--- src/rtl/pool_window_gen.sv ---
// pool_window_gen: raster-order FP16 pixel stream to stride-aligned 3x3
// windows for the max-pool stage. Two line buffers plus a 3x3 register
// window; each aligned window is issued once and the input stalls until
// the pool stage reports completion.
//
// Optional watchdog: define POOL_WIN_WDT_EN to re-issue a window whose
// completion never arrives within WDT_CYCLES and raise sticky wdt_err.
//
// state  | meaning
// -------+-------------------------------------------------------------
// FILL   | accepting pixels, shifting window, waiting for aligned window
// ISSUE  | one-cycle pool start pulse, window frozen
// WAIT   | window frozen, waiting for pool completion edge
module pool_window_gen #(
    parameter int IMG_W      = 16,
    parameter int IMG_H      = 16,
    parameter int STRIDE     = 2,
    parameter int WDT_CYCLES = 64
) (
    input  logic         clk,
    input  logic         rst_n,
    input  logic [15:0]  in_data,
    input  logic         in_valid,
    output logic         in_ready,
    output logic [143:0] im,
    output logic         pool_ready,
    input  logic         pool_valid,
    output logic         frame_done,
    output logic         wdt_err
);

    localparam int CW = (IMG_W > 1) ? $clog2(IMG_W) : 1;
    localparam int RW = (IMG_H > 1) ? $clog2(IMG_H) : 1;

    typedef enum logic [1:0] {S_FILL, S_ISSUE, S_WAIT} state_t;

    state_t         r_state;
    state_t         w_state_nxt;
    logic [RW-1:0]  r_row;
    logic [CW-1:0]  r_col;
    logic [15:0]    r_win   [3][3];
    logic [15:0]    r_line0 [IMG_W];
    logic [15:0]    r_line1 [IMG_W];
    logic           r_last_win;
    logic           r_pool_valid_q;
    logic           r_done_pend;
    logic           w_done_pend_nxt;
    logic           w_accept;
    logic           w_win_cond;
    logic           w_last_col;
    logic           w_last_row;
    logic           w_done_edge;
    logic           w_leave_wait;
    logic [143:0]   w_im;

    assign w_accept    = in_valid & in_ready;
    assign w_last_col  = (r_col == CW'(IMG_W - 1));
    assign w_last_row  = (r_row == RW'(IMG_H - 1));
    assign w_done_edge = pool_valid & ~r_pool_valid_q;

    // Stride alignment: with STRIDE 2, (n-2) is even exactly when n is even.
    assign w_win_cond = (r_row >= RW'(2)) && (r_col >= CW'(2)) &&
                        ((STRIDE == 1) || (!r_row[0] && !r_col[0]));

    // Window/line-buffer shift and raster counters, advanced on each accepted pixel
    always_ff @(posedge clk) begin
        if (!rst_n) begin
            r_row      <= '0;
            r_col      <= '0;
            r_last_win <= 1'b0;
            for (int r = 0; r < 3; r++) begin
                for (int c = 0; c < 3; c++) begin
                    r_win[r][c] <= '0;
                end
            end
            for (int i = 0; i < IMG_W; i++) begin
                r_line0[i] <= '0;
                r_line1[i] <= '0;
            end
        end else if (w_accept) begin
            for (int r = 0; r < 3; r++) begin
                r_win[r][0] <= r_win[r][1];
                r_win[r][1] <= r_win[r][2];
            end
            r_win[0][2]    <= r_line0[r_col];
            r_win[1][2]    <= r_line1[r_col];
            r_win[2][2]    <= in_data;
            r_line0[r_col] <= r_line1[r_col];
            r_line1[r_col] <= in_data;
            if (w_win_cond) begin
                r_last_win <= w_last_col && w_last_row;
            end
            if (w_last_col) begin
                r_col <= '0;
                r_row <= w_last_row ? '0 : r_row + RW'(1);
            end else begin
                r_col <= r_col + CW'(1);
            end
        end
    end

    // Pack the register window into the 144-bit word, element k = 3*row + col
    always_comb begin
        w_im = '0;
        for (int r = 0; r < 3; r++) begin
            for (int c = 0; c < 3; c++) begin
                w_im[16*(3*r+c) +: 16] = r_win[r][c];
            end
        end
    end

    assign im = w_im;

`ifdef POOL_WIN_WDT_EN
    localparam int WDW = $clog2(WDT_CYCLES + 1);

    logic [WDW-1:0] r_wdt_cnt;
    logic           r_wdt_err;
    logic           w_wdt_fire;

    // Watchdog down-counter: loaded on ISSUE, terminal count after WDT_CYCLES WAIT cycles
    always_ff @(posedge clk) begin
        if (!rst_n) begin
            r_wdt_cnt <= '0;
            r_wdt_err <= 1'b0;
        end else begin
            if (r_state == S_ISSUE) begin
                r_wdt_cnt <= WDW'(WDT_CYCLES - 1);
            end else if ((r_state == S_WAIT) && (r_wdt_cnt != '0)) begin
                r_wdt_cnt <= r_wdt_cnt - WDW'(1);
            end
            if (w_wdt_fire) begin
                r_wdt_err <= 1'b1;
            end
        end
    end

    assign wdt_err = r_wdt_err;
`else
    assign wdt_err = 1'b0;
`endif

    // FSM state register plus completion-edge tracking
    always_ff @(posedge clk) begin
        if (!rst_n) begin
            r_state        <= S_FILL;
            r_pool_valid_q <= 1'b0;
            r_done_pend    <= 1'b0;
        end else begin
            r_state        <= w_state_nxt;
            r_pool_valid_q <= pool_valid;
            r_done_pend    <= w_done_pend_nxt;
        end
    end

    // FSM next-state; a done edge seen during ISSUE is held for the first WAIT cycle
    always_comb begin
        w_state_nxt     = r_state;
        w_done_pend_nxt = r_done_pend;
        w_leave_wait    = 1'b0;
`ifdef POOL_WIN_WDT_EN
        w_wdt_fire      = 1'b0;
`endif
        case (r_state)
            S_FILL: begin
                if (w_accept && w_win_cond) begin
                    w_state_nxt = S_ISSUE;
                end
            end
            S_ISSUE: begin
                if (w_done_edge) begin
                    w_done_pend_nxt = 1'b1;
                end
                w_state_nxt = S_WAIT;
            end
            S_WAIT: begin
                if (w_done_edge || r_done_pend) begin
                    w_leave_wait    = 1'b1;
                    w_done_pend_nxt = 1'b0;
                    w_state_nxt     = S_FILL;
                end
`ifdef POOL_WIN_WDT_EN
                else if (r_wdt_cnt == '0) begin
                    w_wdt_fire  = 1'b1;
                    w_state_nxt = S_ISSUE;
                end
`endif
            end
            default: begin
                w_state_nxt = S_FILL;
            end
        endcase
    end

    assign in_ready   = rst_n && (r_state == S_FILL);
    assign pool_ready = rst_n && (r_state == S_ISSUE);
    assign frame_done = rst_n && w_leave_wait && r_last_win;

endmodule

--- config.mk ---
export PLATFORM = sky130hd
export DESIGN_NAME = pool_window_gen
export DESIGN_NICKNAME = d
export VERILOG_FILES = /design/src/rtl/pool_window_gen.sv
export SDC_FILE = /design/constraint.sdc
export NUM_CORES = 1
export LEC_CHECK = 0
export BUFFER_PORTS_ARGS = -buffer_cell sky130_fd_sc_hd__buf_2
export CORE_MARGIN = 4
export CORE_UTILIZATION = 35
export CTS_CLUSTER_DIAMETER = 150
export DETAILED_ROUTE_END_ITERATION = 10
export PLACE_DENSITY = 0.47
export SYNTH_ARGS = -nofsm -noshare
export SYNTH_HDL_FRONTEND = slang
export SYNTH_SLANG_ARGS = --single-unit
--- constraint.sdc ---
create_clock -name clk -period 6.7 [get_ports clk]
set_input_delay 1.34 -clock clk [delete_from_list [all_inputs] [get_ports clk]]
set_output_delay 1.34 -clock clk [all_outputs]
set_load 0.005 [all_outputs]
==> impl_metrics.py <==
metrics = {
    "cts": {
        "cts_buffers": 77,
        "cts_sinks": 673,
        "ctsHtreeMaxLevel": 3,
        "cts_hold_buf": 0,
        "path_clk_slew_ps": 60,
        "clk_latency_ps": 630,
        "cts_root_buffer": "clkbuf_16",
        "cts_setup_buffers": 0,
        "clk_path_buf_depth": 3,
        "ctsResizeCount": 0,
        "cts_tree": "built",
    },
    "pwr": {
        "p_int_mw": 7.52,
        "leakage_nw": 12.0,
        "combPwrFrac_pct": 5.8,
        "p_sw_share_pct": 22.4,
        "ir_drop_uv": 155,
        "p_switching_mw": 2.17,
        "p_clk_share_pct": 43.8,
        "pwr-share-seq_pct": 50.4,
        "p_per_area_nw_per_um2": 293,
    },
    "die": {
        "dieHeight_um": 296,
        "num_io_pins": 168,
        "core-area_um2": 82200,
        "rows": 105,
        "die_w_um": 296,
        "start_util_pct": 35.4,
        "die_area_um2": 87800,
    },
    "setup_path": {
        "reg2reg_depth": 4,
        "crit_path_end_kind": "register",
        "critPathLaunch": "rst_n",
        "critPathMaxFanout": 65,
        "cp.arrival_ps": 4250,
        "worst_r2r_startpoint": "r_col[0]",
        "critical_path_class": "input pin to register",
        "crit_required_ps": 6960,
        "start_kind": "input pin",
    },
    "placement": {
        "port-buffer-count": 166,
        "pre_cts_ws_ps": 1980,
        "gp_congestion": 0.780,
        "dp_hpwl_um": 48500,
        "post_dp_cell_area_um2": 30600,
    },
    "sta": {
        "hold_violations": 0,
        "rsz0062_at_grt": "no",
        "whs_ps": 479,
        "setup_tns_ps": 0,
        "worst_slew_pin_slew_ps": 1200,
        "fmax_mhz": 251,
        "min_period_ps": 3980,
        "period_share_pct": 59.5,
        "maxSlewViolCount": 0,
        "relSlewSlack_pct": 19.6,
        "finalClockSkew_ps": 24.7,
        "setup_viol": 0,
        "setup_slack_ps": 2720,
    },
    "global_route": {
        "grt_max_degree": 75,
        "grt_pass1_vias": 15900,
        "antenna_found_initial": 4,
        "grt_pass1_wl_um": 111000,
        "grt_use_total_pct": 17.5,
        "grt_overflow": 0,
    },
    "run_status": {
        "outcome": "complete, no violations",
    },
    "routing": {
        "first_pass_iters": 6,
        "wl_per_cell_um": 24.7,
        "avgViaCountPerCell": 5.01,
        "ant_nets": 0,
        "num_vias": 15400,
        "finalWirelength_um": 75800,
        "route.detailed.drc": 0,
        "drt-initial-drc-count": 1258,
    },
    "worst_hold_path": {
        "min-delay-start": "r_last_win",
        "hold_path.class": "register to register",
        "whs_path_depth": 2,
    },
    "layout": {
        "multiInputGateArea_um2": 8120,
        "antenna_cells": 0,
        "fillers": 7531,
        "syn_to_final_growth_pct": 13.8,
        "design_area_um2": 33100,
        "nets": 1971,
        "regArea_um2": 20100,
        "drive_above_1_share_pct": 19.9,
        "finish.utilization_pct": 40.3,
    },
    "yosys": {
        "syn_inst": 1814,
        "synthFlopType": "edfxtp_1",
        "postSynth.asyncResetShare_pct": 0,
        "synth-edff-count": 656,
        "avgSynthCellArea_um2": 16.0,
        "synth_cell_type_count": 41,
        "yosysWarnings": 0,
        "syn_area_um2": 29100,
        "seq_area_frac_synth_pct": 68.8,
        "syn_nets": 1840,
        "ys_ff_latch": 673,
    },
    "job": {
        "maxCapViolCount": 0,
    },
}
-- registers in the layout (all words and copies together) (netlist names), named ones only --
signal,count
r_line0,256
r_line1,256
r_win,144
r_col,4
r_row,4
r_state,2
r_done_pend,1
r_last_win,1
r_pool_valid_q,1
-- critical path: stages --
cell and delay [ps]:
buf_2 500, and4bb_4 650, buf_4 530, nand3_1 560
nand2_1 220, buf_4 430
-- cells by family (layout without fill, tap and decap cells) --
kind of cell             count (synthesis)  in the layout  synth area share [%]
AO/OA/AOI/OAI                           40             40                 0.993
XOR/XNOR                                 5              5                 0.150
adder cells (fa/ha/maj)                  6              6                 0.258
other                                    1              1                0.0129
buffers and inverters                  144            332                  3.31
multiplexers                           193            193                  13.1
flip-flops                             673            673                  68.8
AND/OR/NAND/NOR                        752            752                  13.3
-- cells in the mapped netlist, drive strengths merged, types with 6 or more instances --
cell,number,area (µm²)
edfxtp,656,19700
and2,355,2220
nor2,300,1130
mux4,128,3090
clkbuf,73,347
buf,67,603
mux2i,48,480
a211oi,31,233
nand2,28,105
nor2b,19,119
nand3,18,90.1
and3,17,106
dfxtp,17,340
mux2,17,251
ha,6,75.1
-- final timing paths --
check                    end  slack (ps)
max reg2reg  r_line1[15][13]        3240
min               r_last_win         480
min reg2reg       r_last_win         480
max          r_line1[13][10]        2720
-- layer usage --
metal	global-route usage [%]	routed length, µm
met1	22.0	31100
met4	6.15	2660
met5	0	13
met2	30.7	39000
met3	2.75	3040
-- power groups by stage --
stage / logic (mW) / clock network (mW) / registers, mW
floorplan: 0.339 / 0 / 4.94
global placement: 0.576 / 0 / 4.97
detailed placement: 0.582 / 0 / 4.98
CTS: 0.583 / 4.33 / 4.89
global route: 0.609 / 4.51 / 4.90
finish: 0.566 / 4.24 / 4.88
-- stage by stage --
step | instances | power [mW]
final | 3072 | 9.69
after global routing | 3072 | 10.0
after CTS | 3072 | 9.80
after detailed placement | 2936 | 5.56
after global placement | 2936 | 5.55
after floorplan | 1814 | 5.28
-- area by class of cell --
| type | instances | share of cell area, % |
|---|---|---|
| well taps | 1070 | 4.04 |
| clock inverters | 38 | 1.43 |
| clock buffers | 98 | 6.21 |
| repair buffers | 192 | 3.17 |
| flip-flops and latches | 673 | 60.6 |
| inverters | 4 | 0.0453 |
| multi-input cells | 997 | 24.5 |
-- cell usage in the layout, fill, tap and decap left out, types with 5 or more instances in the layout --
master / n
edfxtp_1: 656
nor3_1: 5
mux2_4: 16
and3_1: 17
mux4_1: 55
nand3_1: 18
ha_1: 6
dfxtp_1: 13
clkinv_1: 14
clkbuf_1: 16
nand2_1: 26
clkbuf_8: 5
buf_4: 24
and2_1: 354
a211oi_1: 31
clkbuf_16: 77
clkinv_2: 5
buf_2: 166
mux2i_1: 48
bufinv_16: 9
nor2b_1: 19
nor2_1: 300
mux4_2: 73
Power figures use the tool's default switching activity.
